`src/rtl/tri_scan_ctrl.sv`:
```
// Triangle scan controller: walks the bounding box of one triangle in
// row-major order, evaluates the three edge functions with one shared
// evaluator (one edge per cycle) and streams out every inside pixel over a
// valid/ready handshake.
module tri_scan_ctrl (
  input  logic        CLK,
  input  logic        rst,
  input  logic        start,
  input  logic [10:0] v1x,
  input  logic [10:0] v1y,
  input  logic [10:0] v2x,
  input  logic [10:0] v2y,
  input  logic [10:0] v3x,
  input  logic [10:0] v3y,
  input  logic        out_ready,
  output logic        busy,
  output logic        done,
  output logic        pix_valid,
  output logic [10:0] pix_x,
  output logic [10:0] pix_y,
  output logic [22:0] pix_count
);

  typedef enum logic [2:0] {
    S_IDLE, S_BBOX, S_E0, S_E1, S_E2, S_EMIT, S_DONE
  } state_t;

  state_t r_state, w_next;

  logic [10:0] r_v1x, r_v1y, r_v2x, r_v2y, r_v3x, r_v3y;
  logic [10:0] r_xmin, r_xmax, r_ymax;
  logic [10:0] r_x, r_y;
  logic        r_e0, r_e1;
  logic [22:0] r_count;

  logic [10:0] w_xmin, w_xmax, w_ymin, w_ymax;
  logic [10:0] w_ax, w_ay, w_bx, w_by;
  logic signed [11:0] w_dpx, w_day, w_dax, w_dpy;
  logic signed [23:0] w_lhs, w_rhs;
  logic        w_edge, w_inside, w_last, w_hs;

  function automatic logic [10:0] min3(input logic [10:0] a, input logic [10:0] b,
                                       input logic [10:0] c);
    logic [10:0] m;
    m = (a < b) ? a : b;
    return (m < c) ? m : c;
  endfunction

  function automatic logic [10:0] max3(input logic [10:0] a, input logic [10:0] b,
                                       input logic [10:0] c);
    logic [10:0] m;
    m = (a > b) ? a : b;
    return (m > c) ? m : c;
  endfunction

  assign w_xmin = min3(r_v1x, r_v2x, r_v3x);
  assign w_xmax = max3(r_v1x, r_v2x, r_v3x);
  assign w_ymin = min3(r_v1y, r_v2y, r_v3y);
  assign w_ymax = max3(r_v1y, r_v2y, r_v3y);

  // Select the (A,B) vertex pair for the edge evaluated in the current state.
  always_comb begin
    w_ax = r_v1x; w_ay = r_v1y; w_bx = r_v2x; w_by = r_v2y;
    case (r_state)
      S_E1: begin w_ax = r_v2x; w_ay = r_v2y; w_bx = r_v3x; w_by = r_v3y; end
      S_E2: begin w_ax = r_v3x; w_ay = r_v3y; w_bx = r_v1x; w_by = r_v1y; end
      default: ;
    endcase
  end

  assign w_dpx    = $signed({1'b0, r_x})  - $signed({1'b0, w_bx});
  assign w_day    = $signed({1'b0, w_ay}) - $signed({1'b0, w_by});
  assign w_dax    = $signed({1'b0, w_ax}) - $signed({1'b0, w_bx});
  assign w_dpy    = $signed({1'b0, r_y})  - $signed({1'b0, w_by});
  assign w_lhs    = w_dpx * w_day;
  assign w_rhs    = w_dax * w_dpy;
  assign w_edge   = (w_lhs < w_rhs);
  assign w_inside = (r_e0 == r_e1) && (r_e1 == w_edge);
  assign w_last   = (r_x == r_xmax) && (r_y == r_ymax);
  assign w_hs     = (r_state == S_EMIT) && out_ready;

  // State register.
  always_ff @(posedge CLK) begin
    if (!rst) r_state <= S_IDLE;
    else      r_state <= w_next;
  end

  // Next-state decode.
  always_comb begin
    w_next = r_state;
    case (r_state)
      S_IDLE: if (start) w_next = S_BBOX;
      S_BBOX: w_next = S_E0;
      S_E0:   w_next = S_E1;
      S_E1:   w_next = S_E2;
      S_E2: begin
        if (w_inside)    w_next = S_EMIT;
        else if (w_last) w_next = S_DONE;
        else             w_next = S_E0;
      end
      S_EMIT: if (out_ready) w_next = w_last ? S_DONE : S_E0;
      S_DONE: w_next = S_IDLE;
      default: w_next = S_IDLE;
    endcase
  end

  // Datapath: vertex capture, box setup, edge bits, scan position, pixel count.
  always_ff @(posedge CLK) begin
    if (!rst) begin
      r_v1x <= '0; r_v1y <= '0; r_v2x <= '0; r_v2y <= '0; r_v3x <= '0; r_v3y <= '0;
      r_xmin <= '0; r_xmax <= '0; r_ymax <= '0;
      r_x <= '0; r_y <= '0;
      r_e0 <= 1'b0; r_e1 <= 1'b0;
      r_count <= '0;
    end else begin
      case (r_state)
        S_IDLE: if (start) begin
          r_v1x <= v1x; r_v1y <= v1y; r_v2x <= v2x; r_v2y <= v2y;
          r_v3x <= v3x; r_v3y <= v3y;
          r_count <= '0;
        end
        S_BBOX: begin
          r_xmin <= w_xmin; r_xmax <= w_xmax; r_ymax <= w_ymax;
          r_x <= w_xmin; r_y <= w_ymin;
        end
        S_E0: r_e0 <= w_edge;
        S_E1: r_e1 <= w_edge;
        default: ;
      endcase
      if (w_hs) r_count <= r_count + 23'd1;
      // Advance only after an outside verdict or a completed handshake, never past the last pixel.
      if (((r_state == S_E2 && !w_inside) || w_hs) && !w_last) begin
        if (r_x == r_xmax) begin
          r_x <= r_xmin;
          r_y <= r_y + 11'd1;
        end else begin
          r_x <= r_x + 11'd1;
        end
      end
    end
  end

  assign busy      = (r_state != S_IDLE) && (r_state != S_DONE);
  assign done      = (r_state == S_DONE);
  assign pix_valid = (r_state == S_EMIT);
  assign pix_x     = r_x;
  assign pix_y     = r_y;
  assign pix_count = r_count;

endmodule

```
`config.mk`:
```
export PLATFORM = sky130hd
export DESIGN_NAME = tri_scan_ctrl
export DESIGN_NICKNAME = d
export VERILOG_FILES = /design/src/rtl/tri_scan_ctrl.sv
export SDC_FILE = /design/constraint.sdc
export NUM_CORES = 1
export LEC_CHECK = 0
export ABC_AREA = 1
export CAP_MARGIN = 10
export CORE_ASPECT_RATIO = 1.4
export CORE_MARGIN = 2
export CORE_UTILIZATION = 30
export DETAILED_ROUTE_END_ITERATION = 12
export SYNTH_ARGS = -nofsm -noshare
export SYNTH_HDL_FRONTEND = slang
export SYNTH_SLANG_ARGS = --single-unit
```
`constraint.sdc`:
```
create_clock -name CLK -period 10.7 [get_ports CLK]
set_input_delay 2.14 -clock CLK [delete_from_list [all_inputs] [get_ports CLK]]
set_output_delay 2.14 -clock CLK [all_outputs]
set_load 0.03 [all_outputs]
```
==> reports/results.ini, run 1 <==
[critical_path]
cp-end-kind = flop
crit_slowest_cell = fa_1
critPathKind = flop to flop
critPathMaxFanout = 34
r2r_slack_ps = 740
cp-start-kind = flop
r2r_cells = 50
cpMostUsedCell = nand2_1
regToRegStartpoint = r_state[1]$_SDFFE_PN0P_
cp_slowest_stage_delay_ps = 550
cp_data_arrival_time_ps = 10330
r2r-end = pix_x[5]$_SDFFE_PN0P_
cp.required_ps = 11070

[grt]
grt_max_degree = 86
grt-ovfl-total = 0
grt_pass1_wl_mm = 112
antenna_found_initial = 2
grt_pass1_vias = 21285
grt_usage_pct = 17.9

[layout]
multi_input_area_sq_mm = 0.0173
drive_above_1_share_pct = 4.84
nNetsFinal = 3834
diodes = 0
final-seq-area_sq_mm = 0.00299
fill_cells = 8173
syn2layout_area_growth_pct = 12.7

[flow_run]
cap_viol_max_count = 0

[logic_synthesis]
synth_nets = 3760
synth_common_cells = 653 x nand2_1, 628 x inv_1, 282 x fa_1
ys_dominant_reg_cell = dfxtp_1
synth-edff-count = 0
synth_cell_types = 61
yosys.area_share.simple_pct = 20.5
yosys.cell_count.top_type = nand2_1
yosys_register_bits = 149
syn_area_sq_mm = 0.0230
yosys.area.top_type = fa_1
synth-compound-area-share_pct = 13.5
synth_async_sr_flop_share_pct = 0
ys_top_cells_by_area = fa_1 25%, dfxtp_1 13%, ha_1 12%, nand2_1 11%, inv_1 10%
synthMuxAreaShare_pct = 0.0869
synth_top_family_by_area = adder cells
syn_avg_cell_area_sq_um = 7.25
ys_warn_count = 0
synth_xor_xnor_area_share_pct = 3.57
synth-seq-area-share_pct = 13.0
syn_inst = 3179
synthAdderAreaFrac_pct = 36.9
synth_top_area_share_pct = 24.5

[drt]
wl_per_cell_microns = 16.5
drt_iter0_drc = 1211
drt_first_pass_iters = 8
drt-total-wl_mm = 70.0
num_vias = 20759
route.detailed.drc = 0
via_per_inst = 4.89
antenna_left = 0

[clocking]
insertion_delay_ps = 450
tritoncts = built
clock-root-buffer = clkbuf_16
cts.path.max_buffers = 2
cts_buffers = 17
path_clk_slew_ps = 70
clkSinkCount = 149
holdBufCountCts = 0
htree_levels = 4

[timing]
setup_tns_ps = 0
clock.fmax_mhz = 100
finalHoldViolCount = 0
maxSlewHeadroom_pct = 34.1
tightest_slew_ps = 989
setup_viol = 0
post-route-period-util_pct = 93.1
drv_slew = 0
clock_skew_ps = 12.1
rsz0062_at_grt = false
fin_crit_ps = 9960

[worst_hold_path]
holdPathStages = 2
hold_path_class = flop to flop
hold_path_startpoint = r_xmin[2]$_SDFFE_PN0P_
whs_endpoint = r_xmin[2]$_SDFFE_PN0P_

[die]
io_pins = 118
start_util_pct = 30.2
die_x_microns = 238
rows = 120
core_area_sq_mm = 0.0763
die-height_microns = 332
dieArea_sq_mm = 0.0790

[outcome]
outcome = finished, final reports clean

[place]
io_buffers = 117
dp.final_hpwl_mm = 58.3
gp_congestion = 0.925

cells by family (layout without fill, tap and decap cells):
group | Yosys count | count (layout)
DFF | 149 | 149
and+or+nand+nor | 1123 | 1124
muxes | 2 | 2
adders and majority gates | 511 | 511
buffers and inverters | 752 | 837
xor gates and xnor gates | 94 | 94
AOI/OAI and AO/OA | 548 | 548
state kept, by name, summed over array words and instances (netlist names):
signal / cells
pix_x: 11
r_e0: 1
r_e1: 1
r_ymax: 11
r_v1x: 11
r_xmin: 11
r_v1y: 11
r_v3y: 11
r_v2x: 11
r_state: 3
r_v3x: 11
r_v2y: 11
pix_count: 23
r_xmax: 11
pix_y: 11
repair_timing:
| item | 4_1_cts | 5_1_grt |
|---|---|---|
| buffers inserted | 0 | 8 |
| setup endpoints to repair | 0 | 24 |
| gates resized for setup | 0 | 21 |
| hold endpoints to repair | 0 | 0 |
per-layer routing:
metal	vias to the layer above	global-route usage, %	wire [microns]
met4	4	8.75	3370
met3	164	2.66	3600
li1	10144	-	-
met2	592	32.4	35600
met5	-	0	28
met1	9855	20.4	27400
stage by stage:
stage | hold slack (ps) | utilization (%) | area [sq um] | setup slack (ps) | instances
after floorplan | 442 | - | 23000 | 1540 | 3179
after global placement | 449 | 33.1 | 25200 | 486 | 4199
after detailed placement | 452 | 33.1 | 25200 | 332 | 4199
after CTS | 462 | 33.8 | 25800 | 280 | 4230
after global routing | 481 | 34.0 | 26000 | 0.382 | 4241
final | 461 | 34.0 | 26000 | 737 | 4241
worst max-delay path by stage:
stage	startpoint	to	slack [ps]	depth (start not counted)
floorplan	r_state[2]$_SDFFE_PN0P_	pix_x[1]$_SDFFE_PN0P_	1540	51
global placement	r_state[2]$_SDFFE_PN0P_	pix_y[9]$_SDFF_PN0_	490	50
detailed placement	r_state[2]$_SDFFE_PN0P_	pix_y[1]$_SDFF_PN0_	330	50
CTS	r_state[2]$_SDFFE_PN0P_	pix_y[9]$_SDFF_PN0_	280	50
global route	r_state[0]$_SDFFE_PN0P_	pix_x[5]$_SDFFE_PN0P_	0.4	56
finish	r_state[1]$_SDFFE_PN0P_	pix_x[5]$_SDFFE_PN0P_	740	50
placed cells by master (no fill, tap or decap), types with 23 or more instances in the layout:
cell	count
dfxtp_1	147
xor2_1	58
nand4_1	31
fa_1	282
a21oi_1	241
nand2_1	650
nand3_1	125
nor2_1	226
o21ai_0	174
buf_4	34
or2_2	23
clkdlybuf4s50_1	116
inv_1	626
ha_1	229
xnor2_1	35
worst max-delay path, delay by kind of cell, from the launching register on:
family	cells	cell delay [ps]
AOI/OAI and AO/OA	10	1660
xor gates and xnor gates	1	170
DFF	1	430
buffers and inverters	8	1200
adders and majority gates	8	3480
and+or+nand+nor	23	2900
cell type report:
class / count / area share (%)
clock inverters: 12 / 0.496
inverters: 652 / 9.53
flip-flops and latches: 149 / 11.5
clock buffers: 19 / 1.71
well taps: 976 / 4.70
repair inverters: 1 / 0.0193
multi-input cells: 2279 / 66.5
repair buffers: 153 / 5.59
Power of run 1 is not shown: default switching activity piles up to over one toggle a cycle in this logic, so the estimate is an artifact.
==> run 2, diff against run 1 <==
--- a/config.mk
+++ b/config.mk
@@ -11,6 +11,7 @@
 export CORE_MARGIN = 2
 export CORE_UTILIZATION = 30
 export DETAILED_ROUTE_END_ITERATION = 12
+export GPL_ROUTABILITY_DRIVEN = 0
 export SYNTH_ARGS = -nofsm -noshare
 export SYNTH_HDL_FRONTEND = slang
 export SYNTH_SLANG_ARGS = --single-unit
==> run 2 against run 1 <==
Net effect: maximum frequency fell by 0.64%; critical path depth grew 1; non-clock buffer count fell by 7; via count is 0.58% lower; sequential share of layout area about the same; clock-buffer cell count decreased by 1; first-iteration DRC count increased by 12%; worst hold slack improved by 3.3 ps; global-route usage shrank 0.21 points; register-to-register slack got worse by 60 ps; cell area down 0.17%; routed wire length decreased by 1.1%; highest routed layer is now met4.
==> reports/results.ini, run 2 (synthesis gave the netlist of run 1 again) <==
[clocking]
cts.path.max_buffers = 2  ; unchanged
path_clk_slew_ps = 70  ; about the same
cts_buffers = 17  ; unchanged
holdBufCountCts = 0  ; unchanged
clock-root-buffer = clkbuf_16  ; unchanged
clkSinkCount = 149  ; unchanged
insertion_delay_ps = 450  ; about the same
tritoncts = built  ; unchanged
htree_levels = 4  ; unchanged

[grt]
grt_pass1_vias = 20891  ; was 21285
antenna_found_initial = 0  ; was 2
grt-ovfl-total = 0  ; unchanged
grt_pass1_wl_mm = 111  ; was 112 mm
grt_usage_pct = 17.7  ; was 17.9%
grt_max_degree = 87  ; was 86

[layout]
design_area_sq_mm = 0.0259  ; was 0.0260 sq mm
largest_reg_flops = 23  ; unchanged
nNetsFinal = 3825  ; was 3834
syn2layout_area_growth_pct = 12.6  ; was 12.7%
final_common_cell = nand2_1  ; unchanged
fill_cells = 8183  ; was 8173
drive_above_1_share_pct = 4.58  ; was 4.84%
diodes = 0  ; unchanged
final_cell_mix = 651 x nand2_1, 626 x inv_1, 282 x fa_1  ; was 650 x nand2_1, 626 x inv_1, 282 x fa_1

[place]
io_buffers = 117  ; unchanged
placedInstanceArea_sq_mm = 0.0252  ; about the same
dp.final_hpwl_mm = 57.5  ; was 58.3 mm

[worst_hold_path]
hold_path_class = flop to flop  ; unchanged

[critical_path]
critPathMaxFanout = 30  ; was 34
r2r_slack_ps = 670  ; was 740 ps
cp-end-kind = flop  ; unchanged
r2r_cells = 51  ; was 50
crit_end = pix_x[1]$_SDFFE_PN0P_  ; was pix_x[5]$_SDFFE_PN0P_
cp_data_arrival_time_ps = 10390  ; was 10330 ps
cp.required_ps = 11070  ; about the same
cp_slowest_stage_delay_ps = 550  ; about the same
r2r-end = pix_x[1]$_SDFFE_PN0P_  ; was pix_x[5]$_SDFFE_PN0P_
cp-start-kind = flop  ; unchanged
setup.worst_path.start = r_state[2]$_SDFFE_PN0P_  ; was r_state[1]$_SDFFE_PN0P_
cpMostUsedCell = nand2_1  ; unchanged
regToRegStartpoint = r_state[2]$_SDFFE_PN0P_  ; was r_state[1]$_SDFFE_PN0P_
critPathKind = flop to flop  ; unchanged
crit_slowest_cell = fa_1  ; unchanged

[timing]
post-route-period-util_pct = 93.7  ; was 93.1%
finalHoldViolCount = 0  ; unchanged
fin_crit_ps = 10030  ; was 9960 ps
rsz0062_at_grt = false  ; unchanged
maxSlewHeadroom_pct = 34.4  ; was 34.1%
tightest_slew_ps = 983  ; was 989 ps
setup_tns_ps = 0  ; unchanged
clock.fmax_mhz = 99.7  ; was 100 MHz
drv_slew = 0  ; unchanged
clock_skew_ps = 16.3  ; was 12.1 ps
setup_viol = 0  ; unchanged

[die]
dieArea_sq_mm = 0.0790  ; unchanged
die_x_microns = 238  ; unchanged
die-height_microns = 332  ; unchanged
io_pins = 118  ; unchanged
core_area_sq_mm = 0.0763  ; unchanged
rows = 120  ; unchanged
start_util_pct = 30.2  ; unchanged

[drt]
num_vias = 20638  ; was 20759
drt_iter0_drc = 1359  ; was 1211
wl_per_cell_microns = 16.4  ; was 16.5 microns
drt_first_pass_iters = 8  ; unchanged
antenna_left = 0  ; unchanged
route.detailed.drc = 0  ; unchanged
drt-total-wl_mm = 69.2  ; was 70.0 mm
via_per_inst = 4.88  ; was 4.89

[flow_run]
cap_viol_max_count = 0  ; unchanged

[outcome]
outcome = finished, final reports clean  ; unchanged

[run 2: routing by layer]
metal | wire length (microns) | track usage (%) | up-vias
met3 | 2920 | 2.09 | 125
met1 | 28100 | 20.9 | 9850
met5 | 0 | 0 | -
li1 | - | - | 10143
met2 | 35700 | 32.5 | 520
met4 | 2460 | 6.69 | 0
[run 2: worst min-delay path by stage]
stage | start | end | slack, ps | cells after the start
floorplan | r_xmin[0]$_SDFFE_PN0P_ | r_xmin[0]$_SDFFE_PN0P_ | 440 | 2
global placement | r_xmin[9]$_SDFFE_PN0P_ | r_xmin[9]$_SDFFE_PN0P_ | 450 | 2
global route | r_xmin[9]$_SDFFE_PN0P_ | r_xmin[9]$_SDFFE_PN0P_ | 480 | 2
finish | r_xmin[3]$_SDFFE_PN0P_ | r_xmin[3]$_SDFFE_PN0P_ | 460 | 2
detailed placement | r_xmin[9]$_SDFFE_PN0P_ | r_xmin[9]$_SDFFE_PN0P_ | 450 | 2
CTS | r_xmin[9]$_SDFFE_PN0P_ | r_xmin[9]$_SDFFE_PN0P_ | 460 | 2
[run 2: repair_timing]
action | in CTS | in global routing
setup buffers | 0 | 0
setup endpoints to repair | 0 | 22
resized for setup | 0 | 20
[run 2: per-stage QoR]
step / setup slack, ps / instances / utilization, % / hold slack, ps
after floorplan: 1540 / 3179 / - / 442
after global placement: 389 / 4200 / 33.1 / 450
after detailed placement: 215 / 4200 / 33.1 / 454
after CTS: 170 / 4231 / 33.9 / 464
after global routing: 9.51 / 4232 / 34.0 / 479
final: 673 / 4232 / 34.0 / 464
[run 2: cell type report]
| cell class | instances | area (sq um) | area share (%) |
|---|---|---|---|
| clock buffer | 18 | 439 | 1.69 |
| clock inverter | 13 | 171 | 0.661 |
| inverter | 652 | 2470 | 9.53 |
| multi-input combinational | 2278 | 17200 | 66.5 |
| sequential | 149 | 2990 | 11.5 |
| tap | 976 | 1220 | 4.71 |
| timing repair buffer | 146 | 1400 | 5.38 |
[run 2: worst max-delay path, delay by kind of cell, from the launching register on]
family,cells,cell delay (ps)
AOI/OAI and AO/OA,9,1300
adders and majority gates,9,3870
and+or+nand+nor,22,2880
DFF,1,440
buffers and inverters,10,1180
xor gates and xnor gates,1,230
Power of run 2 is left out for the same reason.
